$ cat config.mk
export PLATFORM = sky130hd
export DESIGN_NAME = pair_xmit_sched_flat
export DESIGN_NICKNAME = d
export VERILOG_FILES = /design/src/rtl/pair_xmit_sched_if.sv /design/src/rtl/pair_xmit_sched.sv /design/src/flat_wrapper.sv
export SDC_FILE = /design/constraint.sdc
export NUM_CORES = 1
export LEC_CHECK = 0
export ABC_AREA = 1
export CORE_AREA = 5 5 92 94
export DETAILED_ROUTE_END_ITERATION = 6
export DIE_AREA = 0 0 97 99
export PLACE_DENSITY = 0.75
export SETUP_SLACK_MARGIN = 0.2
export SLEW_MARGIN = 30
export SYNTH_ARGS = -nofsm -noshare
export SYNTH_HDL_FRONTEND = slang
export SYNTH_SLANG_ARGS = --single-unit
$ cat constraint.sdc
create_clock -name clk_i -period 1.8 [get_ports clk_i]
set_input_delay 0.36 -clock clk_i [delete_from_list [all_inputs] [get_ports clk_i]]
set_output_delay 0.36 -clock clk_i [all_outputs]
set_load 0.02 [all_outputs]
$ cat src/rtl/pair_xmit_sched_if.sv
// Handshake bundle between the requester streams / datapath (master side) and the
// pair_xmit_sched burst scheduler (slave side).
interface pair_xmit_sched_if #(
  parameter int NUM_REQ    = 2,
  parameter int ITEM_WIDTH = 8,
  parameter int CNT_WIDTH  = 16
);
  logic [NUM_REQ-1:0]            src_vld_i;
  logic [NUM_REQ*ITEM_WIDTH-1:0] src_a_i;
  logic [NUM_REQ*ITEM_WIDTH-1:0] src_b_i;
  logic [NUM_REQ-1:0]            src_last_i;
  logic [NUM_REQ-1:0]            src_rdy_o;
  logic [ITEM_WIDTH-1:0]         pair_a_o;
  logic [ITEM_WIDTH-1:0]         pair_b_o;
  logic                          pair_vld_o;
  logic                          pair_rdy_i;
  logic [NUM_REQ-1:0]            gnt_o;
  logic [NUM_REQ-1:0]            burst_done_o;
  logic [CNT_WIDTH-1:0]          beat_cnt_o;
  logic [CNT_WIDTH-1:0]          burst_cnt_o;
  logic                          err_o;

  modport master (
    output src_vld_i, src_a_i, src_b_i, src_last_i, pair_rdy_i,
    input  src_rdy_o, pair_a_o, pair_b_o, pair_vld_o, gnt_o,
           burst_done_o, beat_cnt_o, burst_cnt_o, err_o
  );

  modport slave (
    input  src_vld_i, src_a_i, src_b_i, src_last_i, pair_rdy_i,
    output src_rdy_o, pair_a_o, pair_b_o, pair_vld_o, gnt_o,
           burst_done_o, beat_cnt_o, burst_cnt_o, err_o
  );
endinterface

$ cat src/rtl/pair_xmit_sched.sv
// Burst-granular round-robin scheduler sharing one registered A/B pair output stage.
// Optional stall timeout / burst abort enabled by defining PAIR_SCHED_TIMEOUT_EN.
//
//  state | meaning
//  IDLE  | no grant; picks next valid requester at/after the pointer
//  XFER  | one requester granted; pairs flow until its last pair is taken
module pair_xmit_sched #(
  parameter int NUM_REQ    = 2,
  parameter int ITEM_WIDTH = 8,
  parameter int CNT_WIDTH  = 16,
  parameter int TIMEOUT    = 64
) (
  input  logic            clk_i,
  input  logic            reset_i,
  pair_xmit_sched_if.slave bus
);

  if (NUM_REQ < 2 || NUM_REQ > 8 || TIMEOUT < 1) begin : g_bad_param
    $error("pair_xmit_sched: NUM_REQ must be 2..8 and TIMEOUT must be >= 1");
  end

  typedef enum logic {IDLE = 1'b0, XFER = 1'b1} state_e;

  state_e                state_q, state_d;
  logic [NUM_REQ-1:0]    gnt_q, gnt_d;
  logic [NUM_REQ-1:0]    ptr_mask_q, ptr_mask_d;
  logic [NUM_REQ-1:0]    done_q, done_d;
  logic [ITEM_WIDTH-1:0] a_q, a_d, b_q, b_d;
  logic                  out_vld_q, out_vld_d;
  logic [CNT_WIDTH-1:0]  beat_q, beat_d, burst_q, burst_d;
  logic                  err_q, err_d;

  logic                  out_free, accept, last_beat, abort;
  logic [NUM_REQ-1:0]    rdy, req_hi, cand, pick, ptr_after_gnt;
  logic [ITEM_WIDTH-1:0] sel_a, sel_b;

  // The pointer is kept as a mask of requesters at or above it; an empty mask means wrap to 0.
  assign out_free      = !out_vld_q || bus.pair_rdy_i;
  assign rdy           = (state_q == XFER && out_free) ? gnt_q : '0;
  assign accept        = |(bus.src_vld_i & rdy);
  assign last_beat     = |(bus.src_last_i & gnt_q);
  assign req_hi        = bus.src_vld_i & ptr_mask_q;
  assign cand          = (|req_hi) ? req_hi : bus.src_vld_i;
  assign pick          = cand & (-cand);
  assign ptr_after_gnt = ~(gnt_q | (gnt_q - NUM_REQ'(1)));

  always_comb begin
    sel_a = '0;
    sel_b = '0;
    for (int r = 0; r < NUM_REQ; r++) begin
      if (gnt_q[r]) begin
        sel_a = sel_a | bus.src_a_i[r*ITEM_WIDTH +: ITEM_WIDTH];
        sel_b = sel_b | bus.src_b_i[r*ITEM_WIDTH +: ITEM_WIDTH];
      end
    end
  end

`ifdef PAIR_SCHED_TIMEOUT_EN
  logic [CNT_WIDTH-1:0] stall_q, stall_d;
  logic                 gvld;

  assign gvld  = |(bus.src_vld_i & gnt_q);
  assign abort = (state_q == XFER) && !gvld && (stall_q == CNT_WIDTH'(TIMEOUT));

  always_comb begin
    stall_d = stall_q;
    if (state_q != XFER || accept || abort) stall_d = '0;
    else if (!gvld)                          stall_d = stall_q + CNT_WIDTH'(1);
  end

  always_ff @(posedge clk_i or posedge reset_i) begin
    if (reset_i) stall_q <= '0;
    else         stall_q <= stall_d;
  end
`else
  assign abort = 1'b0;
`endif

  always_comb begin
    state_d    = state_q;
    gnt_d      = gnt_q;
    ptr_mask_d = ptr_mask_q;
    done_d     = '0;
    err_d      = 1'b0;
    a_d        = a_q;
    b_d        = b_q;
    out_vld_d  = out_vld_q;
    beat_d     = beat_q;
    burst_d    = burst_q;

    if (accept) begin
      a_d       = sel_a;
      b_d       = sel_b;
      out_vld_d = 1'b1;
    end else if (bus.pair_rdy_i) begin
      out_vld_d = 1'b0;
    end

    unique case (state_q)
      IDLE: begin
        if (out_free && (|bus.src_vld_i)) begin
          gnt_d   = pick;
          beat_d  = '0;
          state_d = XFER;
        end
      end
      XFER: begin
        if (accept) begin
          if (beat_q != '1) beat_d = beat_q + CNT_WIDTH'(1);
          if (last_beat) begin
            done_d     = gnt_q;
            burst_d    = burst_q + CNT_WIDTH'(1);
            ptr_mask_d = ptr_after_gnt;
            gnt_d      = '0;
            state_d    = IDLE;
          end
        end else if (abort) begin
          err_d      = 1'b1;
          ptr_mask_d = ptr_after_gnt;
          gnt_d      = '0;
          state_d    = IDLE;
        end
      end
      default: state_d = IDLE;
    endcase
  end

  always_ff @(posedge clk_i or posedge reset_i) begin
    if (reset_i) begin
      state_q    <= IDLE;
      gnt_q      <= '0;
      ptr_mask_q <= '1;
      done_q     <= '0;
      err_q      <= 1'b0;
      a_q        <= '0;
      b_q        <= '0;
      out_vld_q  <= 1'b0;
      beat_q     <= '0;
      burst_q    <= '0;
    end else begin
      state_q    <= state_d;
      gnt_q      <= gnt_d;
      ptr_mask_q <= ptr_mask_d;
      done_q     <= done_d;
      err_q      <= err_d;
      a_q        <= a_d;
      b_q        <= b_d;
      out_vld_q  <= out_vld_d;
      beat_q     <= beat_d;
      burst_q    <= burst_d;
    end
  end

  assign bus.src_rdy_o    = rdy;
  assign bus.pair_a_o     = a_q;
  assign bus.pair_b_o     = b_q;
  assign bus.pair_vld_o   = out_vld_q;
  assign bus.gnt_o        = gnt_q;
  assign bus.burst_done_o = done_q;
  assign bus.beat_cnt_o   = beat_q;
  assign bus.burst_cnt_o  = burst_q;
  assign bus.err_o        = err_q;

endmodule

$ cat src/flat_wrapper.sv
// flat-port wrapper written by rule: the top's interface ports become plain ports
module pair_xmit_sched_flat 
#(
  parameter int NUM_REQ    = 2,
  parameter int ITEM_WIDTH = 8,
  parameter int CNT_WIDTH  = 16,
  parameter int TIMEOUT    = 64
)
  (clk_i, reset_i, bus_src_vld_i, bus_src_a_i, bus_src_b_i, bus_src_last_i, bus_pair_rdy_i, bus_src_rdy_o, bus_pair_a_o, bus_pair_b_o, bus_pair_vld_o, bus_gnt_o, bus_burst_done_o, bus_beat_cnt_o, bus_burst_cnt_o, bus_err_o);
  pair_xmit_sched_if #(.NUM_REQ(NUM_REQ), .ITEM_WIDTH(ITEM_WIDTH), .CNT_WIDTH(CNT_WIDTH)) bus_i ();
  input  logic clk_i;
  input  logic reset_i;
  input wire logic [$bits(bus_i.src_vld_i)-1:0] bus_src_vld_i;
  input wire logic [$bits(bus_i.src_a_i)-1:0] bus_src_a_i;
  input wire logic [$bits(bus_i.src_b_i)-1:0] bus_src_b_i;
  input wire logic [$bits(bus_i.src_last_i)-1:0] bus_src_last_i;
  input wire logic [$bits(bus_i.pair_rdy_i)-1:0] bus_pair_rdy_i;
  output wire logic [$bits(bus_i.src_rdy_o)-1:0] bus_src_rdy_o;
  output wire logic [$bits(bus_i.pair_a_o)-1:0] bus_pair_a_o;
  output wire logic [$bits(bus_i.pair_b_o)-1:0] bus_pair_b_o;
  output wire logic [$bits(bus_i.pair_vld_o)-1:0] bus_pair_vld_o;
  output wire logic [$bits(bus_i.gnt_o)-1:0] bus_gnt_o;
  output wire logic [$bits(bus_i.burst_done_o)-1:0] bus_burst_done_o;
  output wire logic [$bits(bus_i.beat_cnt_o)-1:0] bus_beat_cnt_o;
  output wire logic [$bits(bus_i.burst_cnt_o)-1:0] bus_burst_cnt_o;
  output wire logic [$bits(bus_i.err_o)-1:0] bus_err_o;
  assign bus_i.src_vld_i = bus_src_vld_i;
  assign bus_i.src_a_i = bus_src_a_i;
  assign bus_i.src_b_i = bus_src_b_i;
  assign bus_i.src_last_i = bus_src_last_i;
  assign bus_i.pair_rdy_i = bus_pair_rdy_i;
  assign bus_src_rdy_o = bus_i.src_rdy_o;
  assign bus_pair_a_o = bus_i.pair_a_o;
  assign bus_pair_b_o = bus_i.pair_b_o;
  assign bus_pair_vld_o = bus_i.pair_vld_o;
  assign bus_gnt_o = bus_i.gnt_o;
  assign bus_burst_done_o = bus_i.burst_done_o;
  assign bus_beat_cnt_o = bus_i.beat_cnt_o;
  assign bus_burst_cnt_o = bus_i.burst_cnt_o;
  assign bus_err_o = bus_i.err_o;
  pair_xmit_sched #(.NUM_REQ(NUM_REQ), .ITEM_WIDTH(ITEM_WIDTH), .CNT_WIDTH(CNT_WIDTH), .TIMEOUT(TIMEOUT)) u_core (.clk_i(clk_i), .reset_i(reset_i), .bus(bus_i));
endmodule
==> flow_summary.rst <==
.. list-table::
   :header-rows: 1

   * - Metric
     - Value
   * - Y dimension of the die
     - 99 um
   * - Switching share of total power
     - 41.2%
   * - Flip-flop and latch count after synthesis
     - 56
   * - Clock Latency Late Sink
     - 300 ps
   * - Count of final max-slew check failures
     - 0
   * - Area growth from synthesis to layout
     - 39.2%
   * - Proportion of power drawn by combinational gates
     - 47.4%
   * - Final setup fails
     - 0
   * - Detailed-route DRC error count
     - 0
   * - CTS max path bufs
     - 2
   * - Overall routed net length
     - 8390 um
   * - Number of port buffers
     - 93
   * - Total CTS buffers
     - 5
   * - Final critical path time including I/O delays and setup
     - 1530 ps
   * - Cell Int Power
     - 2840 uW
   * - Num ports
     - 95
   * - Placed wire-length estimate
     - 6290 um
   * - Part of the Yosys area used for sequential elements
     - 45.2%
   * - Path class of the lowest-slack min-delay path
     - register to register
   * - Cell with the biggest individual delay on the critical path
     - dfrtp_1
   * - CTS H-tree lvls
     - 2
   * - Gate count after technology mapping
     - 417
   * - CTS root buffer
     - clkbuf_8
   * - RePlAce Congestion
     - 0.921
   * - Endpoint type of the worst setup path
     - output port
   * - Initial antenna violation count
     - 0
   * - Min-Delay Endpoint
     - u_core.ptr_mask_q[1]$_DFFE_PP1P_
   * - Static power due to leakage
     - 0.00206 uW
   * - Starting Density
     - 41.1%
   * - Proportion of power drawn by the clock network
     - 14.6%
   * - Final clock skew
     - 4.83 ps
   * - Final hold vios
     - 0
   * - Critical Setup Path Class
     - register to output port
   * - Sequential share of power
     - 37.9%
   * - Number of violations of the max-capacitance limit
     - 0
   * - Core area
     - 7570 sq um
   * - Overall routing resource usage
     - 17.7%
   * - Nets
     - 565
   * - Crit path buffers/inverters
     - 2
   * - Clock net sink count
     - 56
   * - Unrepaired setup endpoints after global routing
     - yes
   * - Kind of start point of the critical path
     - register
   * - Vias in the first global route
     - 3,097
   * - Utilization after layout
     - 57.2%
   * - Yosys warnings
     - 0
   * - Cell-by-cell listing of the critical path
     - buf_4, dlygate4sd2_1
   * - Power density of the placed cells
     - 1120 nW/um^2
   * - Antenna-violating nets left
     - 0
   * - Avg Vias per Cell
     - 4.97
   * - Fraction of layout cells with a size suffix above 1
     - 10.9%
   * - Most used flip-flop cell after synthesis
     - dfrtp_1
   * - Proportion of register bits with asynchronous set or reset after synthesis
     - 100%
   * - Cell family with most CP delay
     - buffers and inverters
   * - Hold path cells
     - 2
   * - Hold wc startpoint
     - u_core.ptr_mask_q[1]$_DFFE_PP1P_
   * - Outcome
     - finished clean
   * - Synth cell types
     - 35
   * - Final period util
     - 85.2%
   * - Required time of the critical path
     - 1440 ps
   * - Syn_nets
     - 458
   * - Critical R2R Capture
     - u_core.bus.beat_cnt_o[10]$_DFFE_PP0P_
   * - Reported net switching power
     - 1990 uW
   * - Setup slack of the most critical reg-to-reg path
     - 290 ps
   * - Cell count of the worst reg-to-reg path
     - 7
   * - Pin count of the biggest net entering global routing
     - 33
   * - Global-route wire length before repair
     - 14,300 um
   * - # rows
     - 32
   * - Clock tree from TritonCTS
     - yes
   * - Pre-antenna DRT Iters
     - 4
   * - Vias
     - 3,118
   * - Worst endpoint data arrival time
     - 1170 ps
   * - Floorplan die width
     - 97 um
   * - Starting DRT DRC Count
     - 106
   * - Routed WL per cell
     - 13.4 um
   * - Peak ir drop on the vdd network
     - 460 uV
   * - Crit path largest cell delay
     - 410 ps
   * - Aggregate global routing overflow
     - 0
   * - Crit path max fanout
     - 4
   * - Full die area
     - 9600 sq um
   * - Post-synthesis instance area
     - 3110 sq um
   * - CTS clk-pin slew, worst paths
     - 90 ps
   * - Crit Reg-Reg Startpoint
     - u_core.bus.beat_cnt_o[0]$_DFFE_PP0P_
   * - Total power of the final layout
     - 4830 uW
   * - Highest clock frequency the design can meet
     - 652 MHz
   * - Number of hold buffers added after cts
     - 0
   * - Post-synth EDFFs
     - 0
   * - Post-synthesis average cell area
     - 7.46 sq um
   * - Ant diodes
     - 0
==> stage by stage <==
stage	hold slack [ps]	instance area [sq um]	cells	worst slack [ps]	TNS [ps]
detailed placement	456	4190	611	-407	-4450
finish	471	4330	627	266	0
floorplan	436	3110	417	221	0
global placement	458	4190	611	-383	-2920
CTS	472	4270	622	217	0
global route	502	4330	627	168	0
==> Yosys cell counts, drive strengths merged (3+ instances only) <==
cell / number / share of area, %
nand2: 137 / 17
dfrtp: 54 / 43
nor2: 50 / 6.4
inv: 44 / 5.3
o21ai: 37 / 6.4
nand3: 26 / 4.3
a31oi: 17 / 3.4
buf: 13 / 4.0
nand4: 9 / 1.8
a21oi: 4 / 0.64
nor3: 4 / 0.64
clkbuf: 3 / 0.36
nand3b: 3 / 0.72
o21bai: 3 / 0.72
==> placed cells by master (no fill, tap or decap), drive strengths merged <==
cell type	Yosys	layout
nand2	137	138
dfrtp	54	54
dlygate4sd2	0	53
nor2	50	50
inv	44	43
o21ai	37	37
clkdlybuf4s50	0	36
nand3	26	26
buf	13	24
a31oi	17	17
nand4	9	9
clkbuf	3	8
nor3	4	4
a21oi	4	4
nand3b	3	3
o21bai	3	3
xor2	2	2
xnor2	2	2
dfstp	2	2
and2	2	2
ha	2	2
o22ai	1	1
o211ai	1	1
clkinvlp	0	1
conb	1	1
dlymetal6s2s	0	1
clkdlybuf4s15	0	1
==> flip-flops by register name, indices dropped and copies added (netlist names) <==
signal and flops:
u_core.bus.pair_a_o 8, u_core.bus.gnt_o 2, u_core.bus.burst_cnt_o 16, u_core.bus.pair_b_o 8, u_core.ptr_mask_q 2, u_core.bus.pair_vld_o 1, u_core.bus.beat_cnt_o 16, u_core.state_q 1
u_core.bus.burst_done_o 2
==> cell families (layout without fill, tap and decap cells) <==
family	after synthesis	after routing	share of synthesized area [%]
flip-flops	56	56	45.2
adder cells (fa/ha/maj)	2	2	0.805
XOR/XNOR	4	4	1.13
other	1	1	0.121
AO/OA/AOI/OAI	63	63	11.7
buffers and inverters	60	167	9.66
AND/OR/NAND/NOR	231	232	31.5
==> layer usage <==
layer	part of all wire, %	global-route usage (%)
met1	42	21.0
met5	0	0
met2	52	32.9
met3	4.6	2.62
met4	2.0	5.83
==> tightest hold or removal path, cell delays in order (launching register included) <==
cell	delay [ps]
dfstp_2	380
nand2_1	50
nand2_1	50
==> how the worst max path moves through the flow <==
stage                                          startpoint                                     end  cells past startpoint
CTS                                      bus_src_vld_i[0]         u_core.bus.gnt_o[0]$_DFFE_PP0P_                      8
detailed placement                         bus_pair_rdy_i                        bus_src_rdy_o[0]                      6
global placement                           bus_pair_rdy_i                        bus_src_rdy_o[1]                      6
global route        u_core.bus.burst_cnt_o[4]$_DFFE_PP0P_  u_core.bus.burst_cnt_o[10]$_DFFE_PP0P_                      7
floorplan            u_core.bus.beat_cnt_o[1]$_DFFE_PP0P_    u_core.bus.beat_cnt_o[7]$_DFFE_PP0P_                      8
finish               u_core.bus.beat_cnt_o[0]$_DFFE_PP0P_                       bus_beat_cnt_o[0]                      2
==> power by group through the flow <==
stage	registers, uW	logic (uW)	clock network [uW]
floorplan	2210	1050	0
global placement	1850	2300	0
detailed placement	1870	2340	0
CTS	1830	2240	738
global route	1880	2520	788
finish	1830	2290	706
==> cell type report <==
class / instances / area (sq um)
multi-input cells: 302 / 1460
inverters: 44 / 169
fillers: 709 / 3240
repair buffers: 115 / 1080
well taps: 102 / 128
clock buffers: 8 / 90.1
flip-flops and latches: 56 / 1410
==> timing repair <==
item / 4_1_cts / 5_1_grt
pin swaps: 3 / 5
setup endpoints to repair: 76 / 31
resized for setup: 73 / 7
endpoints found under the hold margin: 0 / 0
gates cloned: 1 / 0
buffers inserted: 2 / 5
Power figures use the tool's default switching activity.
